**src/rtl/gain_seq_pkg.sv**
```systemverilog
// Shared constants, state encoding and saturation-bound helpers for the gain sequencer.
package gain_seq_pkg;

    localparam int DEF_P      = 4;
    localparam int DEF_F      = 13;
    localparam int DEF_WIDTH  = 1 + DEF_P + DEF_F;
    localparam int DEF_NBANDS = 5;
    localparam int UNITY_GAIN = 1 << DEF_F;

    typedef enum logic [0:0] {
        IDLE = 1'b0,
        RUN  = 1'b1
    } gs_state_e;

    // Largest positive value representable in a signed word of width w.
    function automatic longint sat_max(input int w);
        return (longint'(1) << (w - 1)) - longint'(1);
    endfunction

    // Most negative value representable in a signed word of width w.
    function automatic longint sat_min(input int w);
        return -(longint'(1) << (w - 1));
    endfunction

endpackage

```
**src/rtl/gain_seq_reduce.sv**
```systemverilog
// Narrows the band accumulator to one output word.
// GAIN_SEQ_SAT_EN defined: clamp to the signed output range; undefined: keep the low bits.
module gain_seq_reduce
    import gain_seq_pkg::*;
#(
    parameter int WIDTH = DEF_WIDTH,
    parameter int ACCW  = DEF_WIDTH + 3
) (
    input  logic signed [ACCW-1:0]  i_acc,
    output logic        [WIDTH-1:0] o_y
);

`ifdef GAIN_SEQ_SAT_EN
    localparam logic signed [ACCW-1:0] ACC_MAX = ACCW'(sat_max(WIDTH));
    localparam logic signed [ACCW-1:0] ACC_MIN = ACCW'(sat_min(WIDTH));

    // Clamp the accumulator into the output range.
    always_comb begin
        o_y = i_acc[WIDTH-1:0];
        if (i_acc > ACC_MAX) begin
            o_y = ACC_MAX[WIDTH-1:0];
        end else if (i_acc < ACC_MIN) begin
            o_y = ACC_MIN[WIDTH-1:0];
        end else begin
            o_y = i_acc[WIDTH-1:0];
        end
    end
`else
    logic [ACCW-WIDTH-1:0] w_unused_hi;

    // Two's-complement wrap: the high accumulator bits are simply dropped.
    always_comb begin
        o_y         = i_acc[WIDTH-1:0];
        w_unused_hi = i_acc[ACCW-1:WIDTH];
    end
`endif

endmodule

```
**src/rtl/gain_sequencer.sv**
```systemverilog
// Sequences NBANDS band samples through one shared external Gain multiplier and sums them.
// Build option GAIN_SEQ_SAT_EN selects saturating rather than wrapping output reduction.
module gain_sequencer
    import gain_seq_pkg::*;
#(
    parameter int P      = DEF_P,
    parameter int F      = DEF_F,
    parameter int WIDTH  = 1 + P + F,
    parameter int NBANDS = DEF_NBANDS
) (
    input  logic                      clk,
    input  logic                      rst_n,
    input  logic                      sample_valid,
    input  logic [NBANDS*WIDTH-1:0]   bands_in,
    input  logic                      gain_we,
    input  logic [3:0]                gain_addr,
    input  logic [WIDTH-1:0]          gain_wdata,
    output logic [WIDTH-1:0]          mult_a,
    output logic [WIDTH-1:0]          mult_b,
    input  logic [WIDTH-1:0]          mult_y,
    output logic [WIDTH-1:0]          y_out,
    output logic                      y_valid,
    output logic                      busy,
    output logic                      overrun
);

    localparam int                IDXW  = (NBANDS > 1) ? $clog2(NBANDS) : 1;
    localparam int                ACCW  = WIDTH + $clog2(NBANDS);
    localparam logic [IDXW-1:0]   LAST  = IDXW'(NBANDS - 1);
    localparam logic [4:0]        NB5   = 5'(NBANDS);
    localparam logic [WIDTH-1:0]  UNITY = WIDTH'(longint'(1) << F);

    gs_state_e              r_state;
    gs_state_e              w_state_nxt;
    logic [IDXW-1:0]        r_idx;
    logic signed [ACCW-1:0] r_acc;
    logic [WIDTH-1:0]       r_sample [NBANDS];
    logic [WIDTH-1:0]       r_gain   [NBANDS];
    logic [WIDTH-1:0]       r_y_out;
    logic                   r_y_valid;
    logic                   r_overrun;
    logic                   w_last;
    logic                   w_addr_ok;
    logic signed [ACCW-1:0] w_acc_sum;
    logic [WIDTH-1:0]       w_reduced;

    assign w_last    = (r_idx == LAST);
    assign w_addr_ok = ({1'b0, gain_addr} < NB5);
    assign w_acc_sum = r_acc + {{(ACCW-WIDTH){mult_y[WIDTH-1]}}, mult_y};

    gain_seq_reduce #(
        .WIDTH (WIDTH),
        .ACCW  (ACCW)
    ) u_reduce (
        .i_acc (w_acc_sum),
        .o_y   (w_reduced)
    );

    // State register.
    always_ff @(posedge clk or negedge rst_n) begin
        if (!rst_n) begin
            r_state <= IDLE;
        end else begin
            r_state <= w_state_nxt;
        end
    end

    // Next state: one RUN cycle per band, back to IDLE after the last band.
    always_comb begin
        w_state_nxt = r_state;
        case (r_state)
            IDLE: begin
                if (sample_valid) w_state_nxt = RUN;
                else              w_state_nxt = IDLE;
            end
            RUN: begin
                if (w_last) w_state_nxt = IDLE;
                else        w_state_nxt = RUN;
            end
            default: w_state_nxt = IDLE;
        endcase
    end

    // Multiplier operands are driven only while a band is being processed.
    always_comb begin
        mult_a = '0;
        mult_b = '0;
        if (r_state == RUN) begin
            mult_a = r_sample[r_idx];
            mult_b = r_gain[r_idx];
        end else begin
            mult_a = '0;
            mult_b = '0;
        end
    end

    // Sample capture, band index, accumulation and result register.
    always_ff @(posedge clk or negedge rst_n) begin
        if (!rst_n) begin
            r_idx     <= '0;
            r_acc     <= '0;
            r_y_out   <= '0;
            r_y_valid <= 1'b0;
            for (int k = 0; k < NBANDS; k++) r_sample[k] <= '0;
        end else begin
            r_y_valid <= 1'b0;
            case (r_state)
                IDLE: begin
                    if (sample_valid) begin
                        for (int k = 0; k < NBANDS; k++) r_sample[k] <= bands_in[k*WIDTH +: WIDTH];
                        r_idx <= '0;
                        r_acc <= '0;
                    end
                end
                RUN: begin
                    r_acc <= w_acc_sum;
                    r_idx <= r_idx + 1'b1;
                    if (w_last) begin
                        r_y_out   <= w_reduced;
                        r_y_valid <= 1'b1;
                    end
                end
                default: begin
                    r_idx <= '0;
                end
            endcase
        end
    end

    // Gain file: a write lands on the edge, so the band in flight this cycle still sees the old gain.
    always_ff @(posedge clk or negedge rst_n) begin
        if (!rst_n) begin
            for (int k = 0; k < NBANDS; k++) r_gain[k] <= UNITY;
        end else if (gain_we && w_addr_ok) begin
            r_gain[gain_addr[IDXW-1:0]] <= gain_wdata;
        end
    end

    // Sticky flag for samples that arrive while a computation is still in progress.
    always_ff @(posedge clk or negedge rst_n) begin
        if (!rst_n) begin
            r_overrun <= 1'b0;
        end else if (sample_valid && (r_state != IDLE)) begin
            r_overrun <= 1'b1;
        end
    end

    assign y_out   = r_y_out;
    assign y_valid = r_y_valid;
    assign busy    = (r_state != IDLE);
    assign overrun = r_overrun;

endmodule

```
**config.mk**
```make
export PLATFORM = sky130hd
export DESIGN_NAME = gain_sequencer
export DESIGN_NICKNAME = d
export VERILOG_FILES = /design/src/rtl/gain_seq_pkg.sv /design/src/rtl/gain_seq_reduce.sv /design/src/rtl/gain_sequencer.sv
export SDC_FILE = /design/constraint.sdc
export NUM_CORES = 1
export LEC_CHECK = 0
export CORE_MARGIN = 2
export CORE_UTILIZATION = 30
export DETAILED_ROUTE_END_ITERATION = 10
export PLACE_DENSITY = 0.53
export SYNTH_ARGS = -nofsm -noshare
export SYNTH_HDL_FRONTEND = slang
export SYNTH_SLANG_ARGS = --single-unit
```
**constraint.sdc**
```tcl
create_clock -name clk -period 5.1 [get_ports clk]
set_input_delay 0.51 -clock clk [delete_from_list [all_inputs] [get_ports clk]]
set_output_delay 0.51 -clock clk [all_outputs]
set_load 0.005 [all_outputs]
```
**Word-level counts from Yosys, hierarchy flattened**

Index checks and enable logic that the tools add are counted.

- Flip-flop bits (word level): 225
- Bits of input ports: 134
- Output and inout port bits: 57
- Word-level logic and storage cells: 52

- $add $sub $neg: 2
- Order comparisons: 4
- Equality and inequality tests: 2
- Muxes and demuxes: 20
- Bitwise operators: 3
- Reductions and logical operators: 5

Operator list:

| cell | number |
|---|---|
| $mux 18 | 7 |
| $bmux 18 s3 | 2 |
| $bwmux 90 | 1 |
| $demux 18 s3 | 1 |
| $pmux 21 s2 | 1 |
| $add 21x21->21 | 1 |
| $mux 21 | 1 |
| $ge 4x4->1 const B | 2 |
| $not 3->4 | 2 |
| $pmux 3 s2 | 1 |
| $lt 4x1->1 const B | 1 |
| $lt 4x3->1 const B | 1 |
| $mux 1 | 4 |
| $reduce_and 2->1 | 2 |
| $add 3x1->3 const B | 1 |
| $eq 3x3->1 const B | 1 |
| $logic_and 1x1->1 | 3 |
| $mux 3 | 1 |
| $ne 2x2->1 const B | 1 |
| $pmux 1 s2 | 1 |
| $not 1->1 | 1 |

**Longest topological paths before layout**

Gate-level depths: netlist of run 1.

- Depth after elaboration: 6
- Gate-level depth with buffers: 9
- Mapped depth without buffers: 9

**Hierarchy**

A second synthesis of run 1 with hierarchy kept.

- Cell total of the unflattened synthesis: 812
- Area total of the unflattened synthesis: 10990.5 sq um

Modules (own cells, without submodules):

| module | times used | cells an instance | area each (sq um) | sequential area each (sq um) |
|---|---|---|---|---|
| gain_sequencer | 1 | 794 | 10855.4 | 5636.7 |
| gain_seq_reduce | 1 | 18 | 135.1 | 0.0 |

**Least setup slack after synthesis of run 1**

Ideal clock, no wire load.

- Kind: input-to-reg
- From: input mult_y[0]
- To: register r_acc[16]
- Library setup time: 0.136 ns
- Arrival time: 2.279 ns
- Setup slack: 2.685 ns
- Stages on the path: 9
- Path buffers: 0
- Cell sequence: ha_1 > fa_1 > a21oi_1 > o21ai_0 > a211oi_1 > o21bai_1 > a221oi_1 > xor2_1 > o21ai_0

- Word-level cells in the longest chain between the ends: 2

Ends and longest elaborated chain:

| element | RTL line | source |
|---|---|---|
| start: declaration | gain_sequencer.sv:20 | `input logic [WIDTH-1:0] mult_y,` |
| $add 21x21->21 | gain_sequencer.sv:49 | `assign w_acc_sum = r_acc + {{(ACCW-WIDTH){mult_y[WIDTH-1]}}, mult_y};` |
| $pmux 21 s2 | gain_sequencer.sv:107 | `case (r_state)` |
| end signal: assignment | gain_sequencer.sv:116 | `r_acc <= w_acc_sum;` |
| end: declaration | gain_sequencer.sv:36 | `logic signed [ACCW-1:0] r_acc;` |

Every way passes these cells.
A chain may end at the register's enable or synchronous reset.

**Worst setup path after layout of run 1**

- From: register r_idx[0]
- To: output mult_a[2]

- Word-level cells in the longest chain between the ends: 5

Ends and longest elaborated chain:

| element | RTL line | source |
|---|---|---|
| start: declaration | gain_sequencer.sv:35 | `logic [IDXW-1:0] r_idx;` |
| start signal: assignment | gain_sequencer.sv:117 | `r_idx <= r_idx + 1'b1;` |
| $not 3->4 (implied by the code) | gain_sequencer.sv:89 | `mult_a = r_sample[r_idx];` |
| $bmux 18 s3 | gain_sequencer.sv:89 |  |
| $mux 18 (implied by the code) (2 in a row) | gain_sequencer.sv:89 |  |
| $mux 18 | gain_sequencer.sv:88 | `if (r_state == RUN) begin` |
| end: declaration | gain_sequencer.sv:18 | `output logic [WIDTH-1:0] mult_a,` |

Every way passes these cells. The select of a mux whose other input is x is not followed.

==> results of run 1 <==
worst max-delay path, stage by stage (launching register included):
cell             delay, ps
dfrtp_4                800
nor3_4                 280
buf_4                  360
a22oi_1                150
nor2_1                 260
clkdlybuf4s50_1        560
power breakdown:
part           switching [uW]  total [uW]  internal, uW
registers                 504        2980          2480
clock network             752        1910          1150
logic                    1360        3320          1960
cells by family (layout without fill, tap and decap cells):
kind of cell,Yosys count,after routing,share of synthesized area [%]
simple gates,104,104,4.41
mux,218,218,27.9
fa+ha+maj,20,20,2.51
xor+xnor,17,17,1.59
buf+inv,51,263,1.93
compound gates,119,119,7.49
other cells,0,1,0
flops,222,222,54.2
path summary, 6_finish.rpt:
path                            startpoint      endpoint  cells past startpoint
max in group asynchronous            rst_n  r_sample[74]                      3
worst min-delay path                 rst_n     r_acc[10]                      2
worst max-delay path              r_idx[0]     mult_a[2]                      5
min in group clk                   overrun       overrun                      1
worst max register to register    r_acc[0]     r_acc[16]                      9
worst min register to register     overrun       overrun                      1
cells in the final DEF, fill, tap and decap left out, drive strengths merged, types with 3 or more instances in the layout:
cell	Yosys	routed
nor2b	3	3
inv	12	13
o21ai	39	39
clkdlybuf4s50	0	189
nor3b	3	3
o21bai	3	3
ha	19	19
dfrtp	217	217
dfstp	5	5
nand3	4	4
xnor2	10	10
mux2	182	182
xor2	6	6
a22oi	36	36
nand2	41	41
a21oi	16	16
mux4	36	36
o211ai	3	3
clkinv	0	4
clkbuf	28	38
buf	11	15
a21o	6	6
nor2	42	42
what timing repair did:
item                                    4_1_cts  5_1_grt
hold buffers                                  1        0
endpoints found under the setup margin        0        0
hold endpoints to repair                     29        0
routing by layer:
metal	track usage [%]	vias up
li1	-	3166
met1	20.7	3461
met2	23.1	145
met3	4.02	31
met4	3.16	0
met5	0	-
flip-flops by register name, indices dropped and copies added, names as in the netlist:
name      count
r_gain       90
r_sample     90
r_acc        18
y_out        18
r_idx         3
busy          1
overrun       1
y_valid       1
through the flow:
step	cells	utilization (%)
floorplan	751	-
global placement	1364	37.8
detailed placement	1364	37.8
CTS	1411	40.5
global route	1411	40.5
finish	1412	40.5
area by class of cell:
class | instances | area (um^2) | area share, %
repair buffers | 205 | 2030 | 14.9
diodes | 1 | 2.50 | 0.0184
clock inverters | 8 | 110 | 0.809
inverters | 12 | 45.0 | 0.331
multi-input cells | 478 | 4520 | 33.2
clock buffers | 38 | 776 | 5.70
flip-flops and latches | 222 | 5570 | 40.9
well taps | 448 | 561 | 4.12
==> flow_summary.json, run 1 <==
{
  "die_y_um": 189,
  "drt-initial-drc-count": 255,
  "met2_length_mm": 11.8,
  "synth-seq-cells": 222,
  "peakVddDrop_uv": 249,
  "synthArstFlopShare_pct": 100,
  "grt_overflow": 0,
  "max_freq_mhz": 287,
  "place_area_mm2": 0.0127,
  "report.final.slew_viol_count": 0,
  "wl_met3_mm": 1.55,
  "tns_ps": 0,
  "numClockSinks": 222,
  "synth_cell_types": 48,
  "grt_max_degree": 122,
  "cts_buffers": 26,
  "fin_ws_ps": 1620,
  "finClkSkew_ps": 9.06,
  "cts-root-buf": "clkbuf_16",
  "synth_top_area_cell": "dfrtp_1",
  "htreeDepth": 1,
  "arrival_ps": 2970,
  "synth_ff_type": "dfrtp_1",
  "area_growth_pct": 32.7,
  "antenna_found_initial": 1,
  "p_leak_uw": 0.00566,
  "final_nets": 1099,
  "synth_edf_count": 0,
  "r2r_slack_ps": 2490,
  "status": "complete, no violations",
  "die_x_um": 189,
  "synth_top_area_share_pct": 52.9,
  "min_period_ps": 3480,
  "io_buffers": 190,
  "ys_top_cells_by_area": "dfrtp_1 (53%), mux2_2 (20%), mux4_2 (7.9%), a22oi_1 (2.6%), ha_1 (2.3%)",
  "dieArea_mm2": 0.0357,
  "timing.hold.ws_ps": 417,
  "max_cap_violations": 0,
  "dp_hpwl_mm": 17.2,
  "cts_setup_buffers": 0,
  "grt_pass1_vias": 7261,
  "synth_common_cells": "dfrtp_1 (217), mux2_2 (182), nor2_1 (42)",
  "synth-seq-area-share_pct": 54.2,
  "pre_cts_ws_ps": 1890,
  "clk-insertion-delay-late_ps": 530,
  "syn_avg_cell_area_um2": 13.7,
  "num_rows": 67,
  "rsz0062_at_grt": "no",
  "powerDensity_mw_per_mm2": 603,
  "num_vias": 6803,
  "period_share_pct": 68.3,
  "top_layer_used": "met4",
  "synthCells": 751,
  "tritoncts": "built",
  "cp_data_required_time_ps": 4590,
  "relSlewSlack_pct": 27.3,
  "grtUsageTotal_pct": 14.8,
  "critical_path.max_fanout": 40,
  "worstMarginPinSlew_ps": 1090,
  "synth.most_common_cell": "dfrtp_1",
  "grt_first_pass_wirelength_mm": 41.8,
  "hp-class": "in2async",
  "num-fill-cells": 3154,
  "synth_warnings": 0,
  "detail-route-antenna-nets": 0,
  "core_region_area_mm2": 0.0336,
  "crit_type": "reg2out",
  "clk_pin_slew_ps": 60,
  "wl_mm": 26.2,
  "cp-end-kind": "output port",
  "place_congestion": 0.733,
  "synth.net_count": 905,
  "drive_above_1_share_pct": 30.1,
  "clk_path_buf_depth": 3,
  "vias_per_cell": 4.82,
  "initial_core_util_pct": 30.5,
  "drt-pass1-iter-count": 4,
  "finalInstanceArea_mm2": 0.0136,
  "drc": 0,
  "final_hold_viol_count": 0,
  "wire_per_inst_um": 18.6,
  "io_pins": 191,
  "setup_viol": 0,
  "finalPower_uw": 8210,
  "syn-cell-area_mm2": 0.0103,
  "routedLengthMet1_mm": 12.4,
  "cts-resized-gates": 0,
  "startpoint_type": "flop"
}
(Power assumes the default switching activity.)
==> inputs of run 2 (changes only) <==
==> constraint.sdc (replaced) <==
create_clock -name clk -period 3.6 [get_ports clk]
set_input_delay 0.36 -clock clk [delete_from_list [all_inputs] [get_ports clk]]
set_output_delay 0.36 -clock clk [all_outputs]
set_load 0.005 [all_outputs]
==> run 2 against run 1 <==
Against the previous run:
- combinational power up 43%
- sequential share of layout area shrank 0.28 points
- sequential cell count unchanged
- critical path type unchanged
- highest routed layer is now met5
==> flow_summary.json, run 2 (same netlist as run 1, synthesis figures left out) <==
{
  "clk-insertion-delay-late_ps": 530,
  "drc": 0,
  "place_congestion": 0.753,
  "finalPower_uw": 11600,
  "detail-route-antenna-nets": 0,
  "dieArea_mm2": 0.0357,
  "htreeDepth": 1,
  "grtUsageTotal_pct": 15.2,
  "critical_path.max_fanout": 34,
  "grt_overflow": 0,
  "place_area_mm2": 0.0128,
  "clk_path_buf_depth": 3,
  "drive_above_1_share_pct": 30.8,
  "rr_worst_depth": 9,
  "vias_per_cell": 4.80,
  "r2r_start": "r_acc[0]",
  "drt-initial-drc-count": 260,
  "drt-pass1-iter-count": 4,
  "cts_buffers": 27,
  "cts-resized-gates": 0,
  "report.final.slew_viol_count": 0,
  "die_y_um": 189,
  "grt_first_pass_wirelength_mm": 42.9,
  "max_cap_violations": 0,
  "tns_ps": 0,
  "r2r_end": "r_acc[16]",
  "status": "complete, no violations",
  "utilization_pct": 40.8,
  "setup_viol": 0,
  "max_freq_mhz": 300,
  "numClockSinks": 222,
  "worstMarginPinSlew_ps": 908,
  "min_period_ps": 3330,
  "rsz0062_at_grt": "no",
  "antenna_found_initial": 4,
  "crit_type": "reg2out",
  "dp_cells": 1372,
  "hp-class": "in2async",
  "startpoint_type": "flop",
  "area_growth_pct": 33.6,
  "grt_max_degree": 85,
  "final_nets": 1108,
  "initial_core_util_pct": 30.5,
  "clk_pin_slew_ps": 60,
  "instances_no_fill": 1424,
  "p_leak_uw": 0.00571,
  "io_pins": 191,
  "dp_hpwl_mm": 17.9,
  "r2r_slack_ps": 1030,
  "finalInstanceArea_mm2": 0.0137,
  "cp-end-kind": "output port",
  "final_common_cell": "dfrtp_1",
  "arrival_ps": 2970,
  "io_buffers": 190,
  "final_hold_viol_count": 0,
  "cp_data_required_time_ps": 3240,
  "relSlewSlack_pct": 39.4,
  "reg.largest.list": "r_gain (90), r_sample (90)",
  "num_rows": 67,
  "powerDensity_mw_per_mm2": 848,
  "tritoncts": "built",
  "hold_buffers": 1,
  "wire_per_inst_um": 18.6,
  "num_vias": 6842,
  "finClkSkew_ps": 16.2,
  "period_share_pct": 92.5,
  "peakVddDrop_uv": 347,
  "die_x_um": 189,
  "cts_setup_buffers": 0,
  "final_cell_mix": "dfrtp_1 (215), clkdlybuf4s50_1 (189), mux2_2 (182), nand2_1 (41)",
  "wl_mm": 26.5,
  "grt_pass1_vias": 7596,
  "core_region_area_mm2": 0.0336,
  "cts-root-buf": "clkbuf_16"
}
-- run 2: power by group --
part           internal [uW]  switching [uW]
Combinational           2820            1940
Sequential              3510             708
Clock                   1600            1050
-- run 2: final cells by class --
type	instances	area, um^2
multi-input cells	478	4520
inverters	12	45.0
fillers	3215	19900
repair buffers	213	2130
well taps	448	561
flip-flops and latches	222	5570
clock inverters	9	81.3
diodes	2	5.00
clock buffers	40	795
-- run 2: critical path, stage by stage (launching register included) --
cell	delay, ps
dfrtp_4	950
buf_4	310
mux4_2	510
a22oi_1	140
nor2_1	50
clkdlybuf4s50_1	480
-- run 2: layer usage --
layer	share of wire, %	track usage [%]	wire, um	up-vias
li1	-	-	-	3183
met1	46	20.5	12200	3471
met2	46	24.4	12100	158
met3	6.7	4.43	1780	28
met4	1.5	2.55	394	2
met5	0.049	0	13	-
-- run 2: worst max path at each step --
stage | start | slack, ps | to
after detailed placement | mult_y[0] | 570 | r_acc[16]
after global routing | r_idx[0] | 10 | mult_a[3]
final | r_idx[0] | 270 | mult_a[3]
after floorplan | mult_y[0] | 1340 | r_acc[16]
after CTS | r_idx[0] | 160 | mult_a[3]
after global placement | mult_y[0] | 640 | y_out[16]
-- run 2: metrics by stage --
step | hold WS, ps | worst slack, ps
finish | 416 | 269
global placement | 419 | 643
floorplan | 64.4 | 1340
detailed placement | 418 | 568
global route | 422 | 12.6
CTS | 414 | 157
==> inputs of run 3 (changes only) <==
--- a/config.mk
+++ b/config.mk
@@ -12,3 +12,4 @@
 export SYNTH_ARGS = -nofsm -noshare
 export SYNTH_HDL_FRONTEND = slang
 export SYNTH_SLANG_ARGS = --single-unit
+export TNS_END_PERCENT = 1
==> results of run 3 <==
Same layout as run 2: the final DEF is identical, and so are final timing and power.
==> RTL change 1 (settings of run 3) <==
Build with the macro `GAIN_SEQ_SAT_EN` defined.
--- a/src/rtl/gain_seq_reduce.sv
+++ b/src/rtl/gain_seq_reduce.sv
@@ -1,4 +1,6 @@
 // Narrows the band accumulator to one output word.
 // GAIN_SEQ_SAT_EN defined: clamp to the signed output range; undefined: keep the low bits.
+`define GAIN_SEQ_SAT_EN
+
 module gain_seq_reduce
     import gain_seq_pkg::*;
Behaviour: same outputs for any inputs over 4 cycles, from zero or initial values and one cycle with rst_n low; that may be too few to reach the edited logic, so the function may still have changed.
==> RTL change 1 against run 3 <==
  * Worst setup slack improved by 0.16 ns
  * Via count increased by 10%
  * Wire length is 15% higher
  * Total power rose by 8.0%
  * Largest cell class unchanged
  * Core utilization down 1.1 points
  * Count of clock-buffer cells in the layout rose by 1
  * Die area grew 7.2%
  * Critical path type unchanged
  * Cell area increased by 5.2%
  * Maximum frequency rose by 5.1%
  * Sequential cell count rose by 3
  * Area after synthesis increased by 7.4%
==> RTL change 1: results (changes against run 3) <==
outcome:
  status: "finished, final reports clean"
grt:
  grt_max_degree: 103  # +21%
  grt_pass1_wl_microns: 47670  # +11%
  antenna_found_initial: 4  # unchanged
  overflow: 0  # unchanged
  grt_pass1_vias: 8016  # +5.5%
  grt_usage: 0.1607  # +0.009185
yosys:
  synth_common_cells: "dfrtp_1 (220), mux2_2 (181), nor2_1 (62)"
  syn_inst: 834  # +11%
  seq_area_frac_synth: 0.5116  # -0.03037
  async_flop_share: 1.000  # unchanged
  yosys_warnings: 0  # unchanged
  synth_area_leaders: "dfrtp_1 (50%), mux2_2 (19%), mux4_2 (7.4%)"
  ys_types: 63  # +31%
  synth_fp_nets: 991  # +9.5%
sta:
  finClkSkew_ns: 0.02369  # +0.007529 ns
  worst_pin_slew_ns: 0.8663  # -0.04216 ns
clock_network:
  clock_latency_ns: 0.54
  clockBufferDepth: 3  # unchanged
  clkSlewWorstSetupHoldPaths_ns: 0.06  # about the same
  ctsRootBufferMaster: "clkbuf_16"
  numCtsBuffers: 27  # unchanged
  htreeDepth: 1  # unchanged
  post_cts_buffers: 0  # unchanged
routing:
  firstDrtPassIters: 5  # +1
  routed_wl_microns: 30630  # +15%
  first_iter_violations: 292  # +12%
  via_per_inst: 4.990  # +3.9%
  drc_errors: 0  # unchanged
placement:
  post_dp_cell_area_sq_um: 13560  # +5.8%
  dp_hpwl_microns: 21080  # +18%
  place_congestion: 0.8461  # +12%
  port_buffers: 190  # unchanged
setup_path:
  worstPathMaxFanout: 20  # -41%
  arrival_ns: 2.81  # -0.16 ns
final_layout:
  final_nets: 1183  # +6.8%
  fin_cells: 1515  # +6.4%
  reg.largest.list: "r_gain: 90 flops, r_sample: 90 flops, r_acc: 21 flops"
  drive_above_1_share: 0.3065  # -0.001495
hold_path:
  hold_class: "input port to flip-flop"
power_and_ir_drop:
  leakagePower_nw: 5.931  # +3.8%
  ir_drop_mv: 0.3278  # -5.6%
[RTL change 1: cell types whose count changed after synthesis, sizes merged, moves of 4 or more]
cell,before,now
and2,1,6
clkbuf,28,39
nand3,4,8
o21ai,39,23
o211ai,3,7
nor2,42,62
buf,11,16
nand2,41,36
a221oi,1,16
[RTL change 1: area by class of cell]
type	count	area (sq um)
fill	3512	21920
sequential	225	5642
multi-input combinational	541	5087
timing repair buffer	218	2207
clock buffer	41	808.3
tap	468	585.6
inverter	13	48.80
clock inverter	6	37.54
antenna	3	7.507
[RTL change 1: kinds of logic (layout without fill, tap and decap cells)]
family	count (synthesis)	in the layout	synth area share
AO/OA/AOI/OAI	147	147	0.1040
XOR/XNOR	16	16	0.01272
adder cells (fa/ha/maj)	23	23	0.02680
buffers and inverters	68	278	0.02771
flip-flops	225	225	0.5116
multiplexers	217	217	0.2586
other	0	3	0
AND/OR/NAND/NOR	138	138	0.05849
[RTL change 1: power by group]
| part | leakage [nW] | switching, W | total, W | internal, W |
|---|---|---|---|---|
| Combinational | 2.83 | 0.00264 | 0.00576 | 0.00313 |
| Sequential | 2.68 | 0.000636 | 0.00420 | 0.00357 |
| Clock | 0.422 | 0.00105 | 0.00259 | 0.00153 |
| Total | 5.93 | 0.00433 | 0.0126 | 0.00823 |
[RTL change 1: stage by stage]
step | util | setup WS, ns
after floorplan | - | 0.8892
after global placement | 0.3730 | 0.1461
after detailed placement | 0.3730 | 0.1357
after CTS | 0.3966 | 0.1312
after global routing | 0.3967 | 0.2095
final | 0.3968 | 0.4306
[RTL change 1: what timing repair did]
| action | in CTS | in global routing |
|---|---|---|
| resized for setup | 0 | 1 |
| setup endpoints to repair | 0 | 1 |
| hold buffers | 1 | 0 |
| endpoints found under the hold margin | 93 | 0 |
[RTL change 1: path summary, 6_finish.rpt]
path,start,end,slack [ns],cells past startpoint
setup reg to reg,r_acc[14],y_out[2],0.53,8
hold / removal,bands_in[26],r_sample[62],0.43,2
hold reg to reg,overrun,overrun,0.46,1
max in group asynchronous,rst_n,r_sample[54],2.19,3
min in group asynchronous,rst_n,r_sample[62],0.44,2
setup / recovery,r_idx[0],mult_b[5],0.43,5
[RTL change 1: worst max-delay path, cell delays in order, from the launching register on]
cell and delay [ns]:
dfrtp_4 0.73, buf_4 0.31, mux4_2 0.52, a22oi_1 0.15
nor2_1 0.09, clkdlybuf4s50_1 0.46
[RTL change 1: per-layer routing]
layer | track usage | routed length [microns]
met4 | 0.03167 | 424
met2 | 0.2687 | 14390
met1 | 0.2143 | 14020
met3 | 0.03713 | 1784
met5 | 0 | 13
==> RTL change 2 (settings of run 3) <==
Without the edit above. Register the inputs `sample_valid`, `bands_in`, `gain_we`, `gain_addr`, `gain_wdata` and `mult_y` before use. The logic sees them one clock later.
--- a/src/rtl/gain_sequencer.sv
+++ b/src/rtl/gain_sequencer.sv
@@ -31,4 +31,20 @@
     localparam logic [WIDTH-1:0]  UNITY = WIDTH'(longint'(1) << F);
 
+    logic sample_valid_q;
+    logic [NBANDS*WIDTH-1:0] bands_q;
+    logic gain_we_q;
+    logic [3:0] gain_addr_q;
+    logic [WIDTH-1:0] gain_wdata_q;
+    logic [WIDTH-1:0] mult_y_q;
+
+    always_ff @(posedge clk) begin
+        sample_valid_q <= sample_valid;
+        bands_q        <= bands_in;
+        gain_we_q      <= gain_we;
+        gain_addr_q    <= gain_addr;
+        gain_wdata_q   <= gain_wdata;
+        mult_y_q       <= mult_y;
+    end
+
     gs_state_e              r_state;
     gs_state_e              w_state_nxt;
@@ -46,6 +62,6 @@
 
     assign w_last    = (r_idx == LAST);
-    assign w_addr_ok = ({1'b0, gain_addr} < NB5);
-    assign w_acc_sum = r_acc + {{(ACCW-WIDTH){mult_y[WIDTH-1]}}, mult_y};
+    assign w_addr_ok = ({1'b0, gain_addr_q} < NB5);
+    assign w_acc_sum = r_acc + {{(ACCW-WIDTH){mult_y_q[WIDTH-1]}}, mult_y_q};
 
     gain_seq_reduce #(
@@ -71,5 +87,5 @@
         case (r_state)
             IDLE: begin
-                if (sample_valid) w_state_nxt = RUN;
+                if (sample_valid_q) w_state_nxt = RUN;
                 else              w_state_nxt = IDLE;
             end
@@ -107,6 +123,6 @@
             case (r_state)
                 IDLE: begin
-                    if (sample_valid) begin
-                        for (int k = 0; k < NBANDS; k++) r_sample[k] <= bands_in[k*WIDTH +: WIDTH];
+                    if (sample_valid_q) begin
+                        for (int k = 0; k < NBANDS; k++) r_sample[k] <= bands_q[k*WIDTH +: WIDTH];
                         r_idx <= '0;
                         r_acc <= '0;
@@ -132,6 +148,6 @@
         if (!rst_n) begin
             for (int k = 0; k < NBANDS; k++) r_gain[k] <= UNITY;
-        end else if (gain_we && w_addr_ok) begin
-            r_gain[gain_addr[IDXW-1:0]] <= gain_wdata;
+        end else if (gain_we_q && w_addr_ok) begin
+            r_gain[gain_addr_q[IDXW-1:0]] <= gain_wdata_q;
         end
     end
@@ -141,5 +157,5 @@
         if (!rst_n) begin
             r_overrun <= 1'b0;
-        end else if (sample_valid && (r_state != IDLE)) begin
+        end else if (sample_valid_q && (r_state != IDLE)) begin
             r_overrun <= 1'b1;
         end
Function: changed (Yosys sat finds a counterexample within 4 cycles, from zero or initial values and one cycle with rst_n low).
==> RTL change 2 against run 3 <==
  * Total power rose by 29%
  * Worst setup slack lost 0.033 ns
  * Cell area grew 25%
  * Via count rose by 14%
  * Sequential cell count grew 132
  * Die area rose by 26%
  * Maximum frequency decreased by 0.98%
  * Area after synthesis is 27% higher
  * Non-clock buffer count down 2
  * Wire length is 15% higher
  * Combinational power is 5.5% higher
  * Hold slack got worse by 0.17 ns
==> RTL change 2: results (changes against run 3) <==
grt:
  grt_max_degree: 97  # +14%
  antenna_found_initial: 0  # -4
  grt_pass1_vias: 8297  # +9.2%
  grt_pass1_wl_microns: 48790  # +14%
  grt_usage: 0.1420  # -0.009527
setup_path:
  cpLargestDelayFamily: "flip-flops"
  slowest_delay_ns: 0.87  # -0.08 ns
  worstPathMaxFanout: 29  # -15%
  cpMaxStageDelayCell: "dfrtp_4"
  arrival_ns: 3.00  # +0.03 ns
sta:
  slew_headroom: 0.3226  # -0.07106
  finClkSkew_ns: 0.02223  # +0.006076 ns
clock_network:
  ctsRootBufferMaster: "clkbuf_16"
  clockBufferDepth: 3  # unchanged
  cts_resized: 0  # unchanged
  ctsHoldBuffers: 1  # unchanged
  clock_latency_ns: 0.55  # +0.02 ns
  htreeDepth: 2  # +1
  clkSlewWorstSetupHoldPaths_ns: 0.06  # about the same
  numCtsBuffers: 41  # +52%
  post_cts_buffers: 0  # unchanged
final_layout:
  nFillCells: 4063  # +26%
  reg.largest.list: "bands_q: 90 flops, r_gain: 90 flops, r_sample: 90 flops"
  final_nets: 1254  # +13%
  drive_above_1_share: 0.2898  # -0.01826
placement:
  port_buffers: 190  # unchanged
  post-place-ws_ns: 0.7611  # +0.1931 ns
  dp_hpwl_microns: 19720  # +10%
  place_congestion: 0.7435  # -1.2%
yosys:
  yosys_warnings: 0  # unchanged
  synth_area_leaders: "dfrtp_1 (42%), dfxtp_1 (20%), mux2_2 (16%)"
  seq_area_frac_synth: 0.6316  # +0.08963
  synth_fp_nets: 1040  # +15%
  synth_common_cells: "dfrtp_1 (217), mux2_2 (183), dfxtp_1 (132)"
  async_flop_share: 0.6271  # -0.3729
  ys_types: 54  # +13%
routing:
  firstDrtPassIters: 4  # unchanged
  via_per_inst: 4.530  # -5.7%
  first_iter_violations: 361  # +39%
  post_drt_wl_per_cell_microns: 17.80  # -4.5%
outcome:
  status: "finished, final reports clean"
hold_path:
  hold_class: "input port to flip-flop"
power_and_ir_drop:
  ir_drop_mv: 0.3946  # +14%
  leakagePower_nw: 7.149  # +25%
[RTL change 2: cell families (layout without fill, tap and decap cells)]
logic type	count (synthesis)	in the layout	share of synthesized area
mux	221	221	0.2230
flops	354	354	0.6316
other cells	0	1	0
compound gates	104	104	0.05934
xor+xnor	14	14	0.009440
fa+ha+maj	20	20	0.01984
simple gates	128	128	0.04335
buf+inv	45	291	0.01339
[RTL change 2: path summary, 6_finish.rpt]
check,from,end,slack [ns],cells past startpoint
setup / recovery,r_idx[0],mult_b[5],0.24,5
hold / removal,bands_in[49],bands_q[49],0.24,1
setup reg to reg,r_acc[0],y_out[16],1.02,9
hold reg to reg,bands_q[12],r_sample[84],0.46,1
max in group asynchronous,rst_n,r_gain[58],2.30,3
min in group asynchronous,rst_n,y_out[6],0.34,2
[RTL change 2: metal layers]
metal	vias up	track usage	share of wire	routed length, microns
met4	0	0.05197	0.022	685
met2	184	0.2178	0.45	13860
met5	-	0	0	0
met3	42	0.02792	0.048	1461
met1	3926	0.1992	0.48	14570
li1	3630	-	-	-
[RTL change 2: metrics by stage]
step	cells	hold WS (ns)	utilization	cell area, sq um
after CTS	1717	0.1992	0.3981	17070
final	1718	0.2450	0.3981	17070
after global routing	1717	0.2154	0.3981	17070
after global placement	1641	0.3434	0.3654	15670
after detailed placement	1641	0.3447	0.3654	15670
after floorplan	886	0.06441	-	12990
[RTL change 2: power breakdown]
group / total [W] / internal, W / switching [W] / leakage, nW
sequential: 0.00575 / 0.00505 / 0.000700 / 3.78
combinational: 0.00502 / 0.00292 / 0.00210 / 2.68
clock: 0.00425 / 0.00260 / 0.00165 / 0.683
total: 0.0150 / 0.0106 / 0.00445 / 7.15
[RTL change 2: cell type report]
type	count	area share
clock buffers	57	0.06962
diodes	1	0.0001466
multi-input cells	487	0.2711
flip-flops and latches	354	0.4808
inverters	5	0.001099
well taps	585	0.04287
clock inverters	18	0.01180
repair buffers	211	0.1225
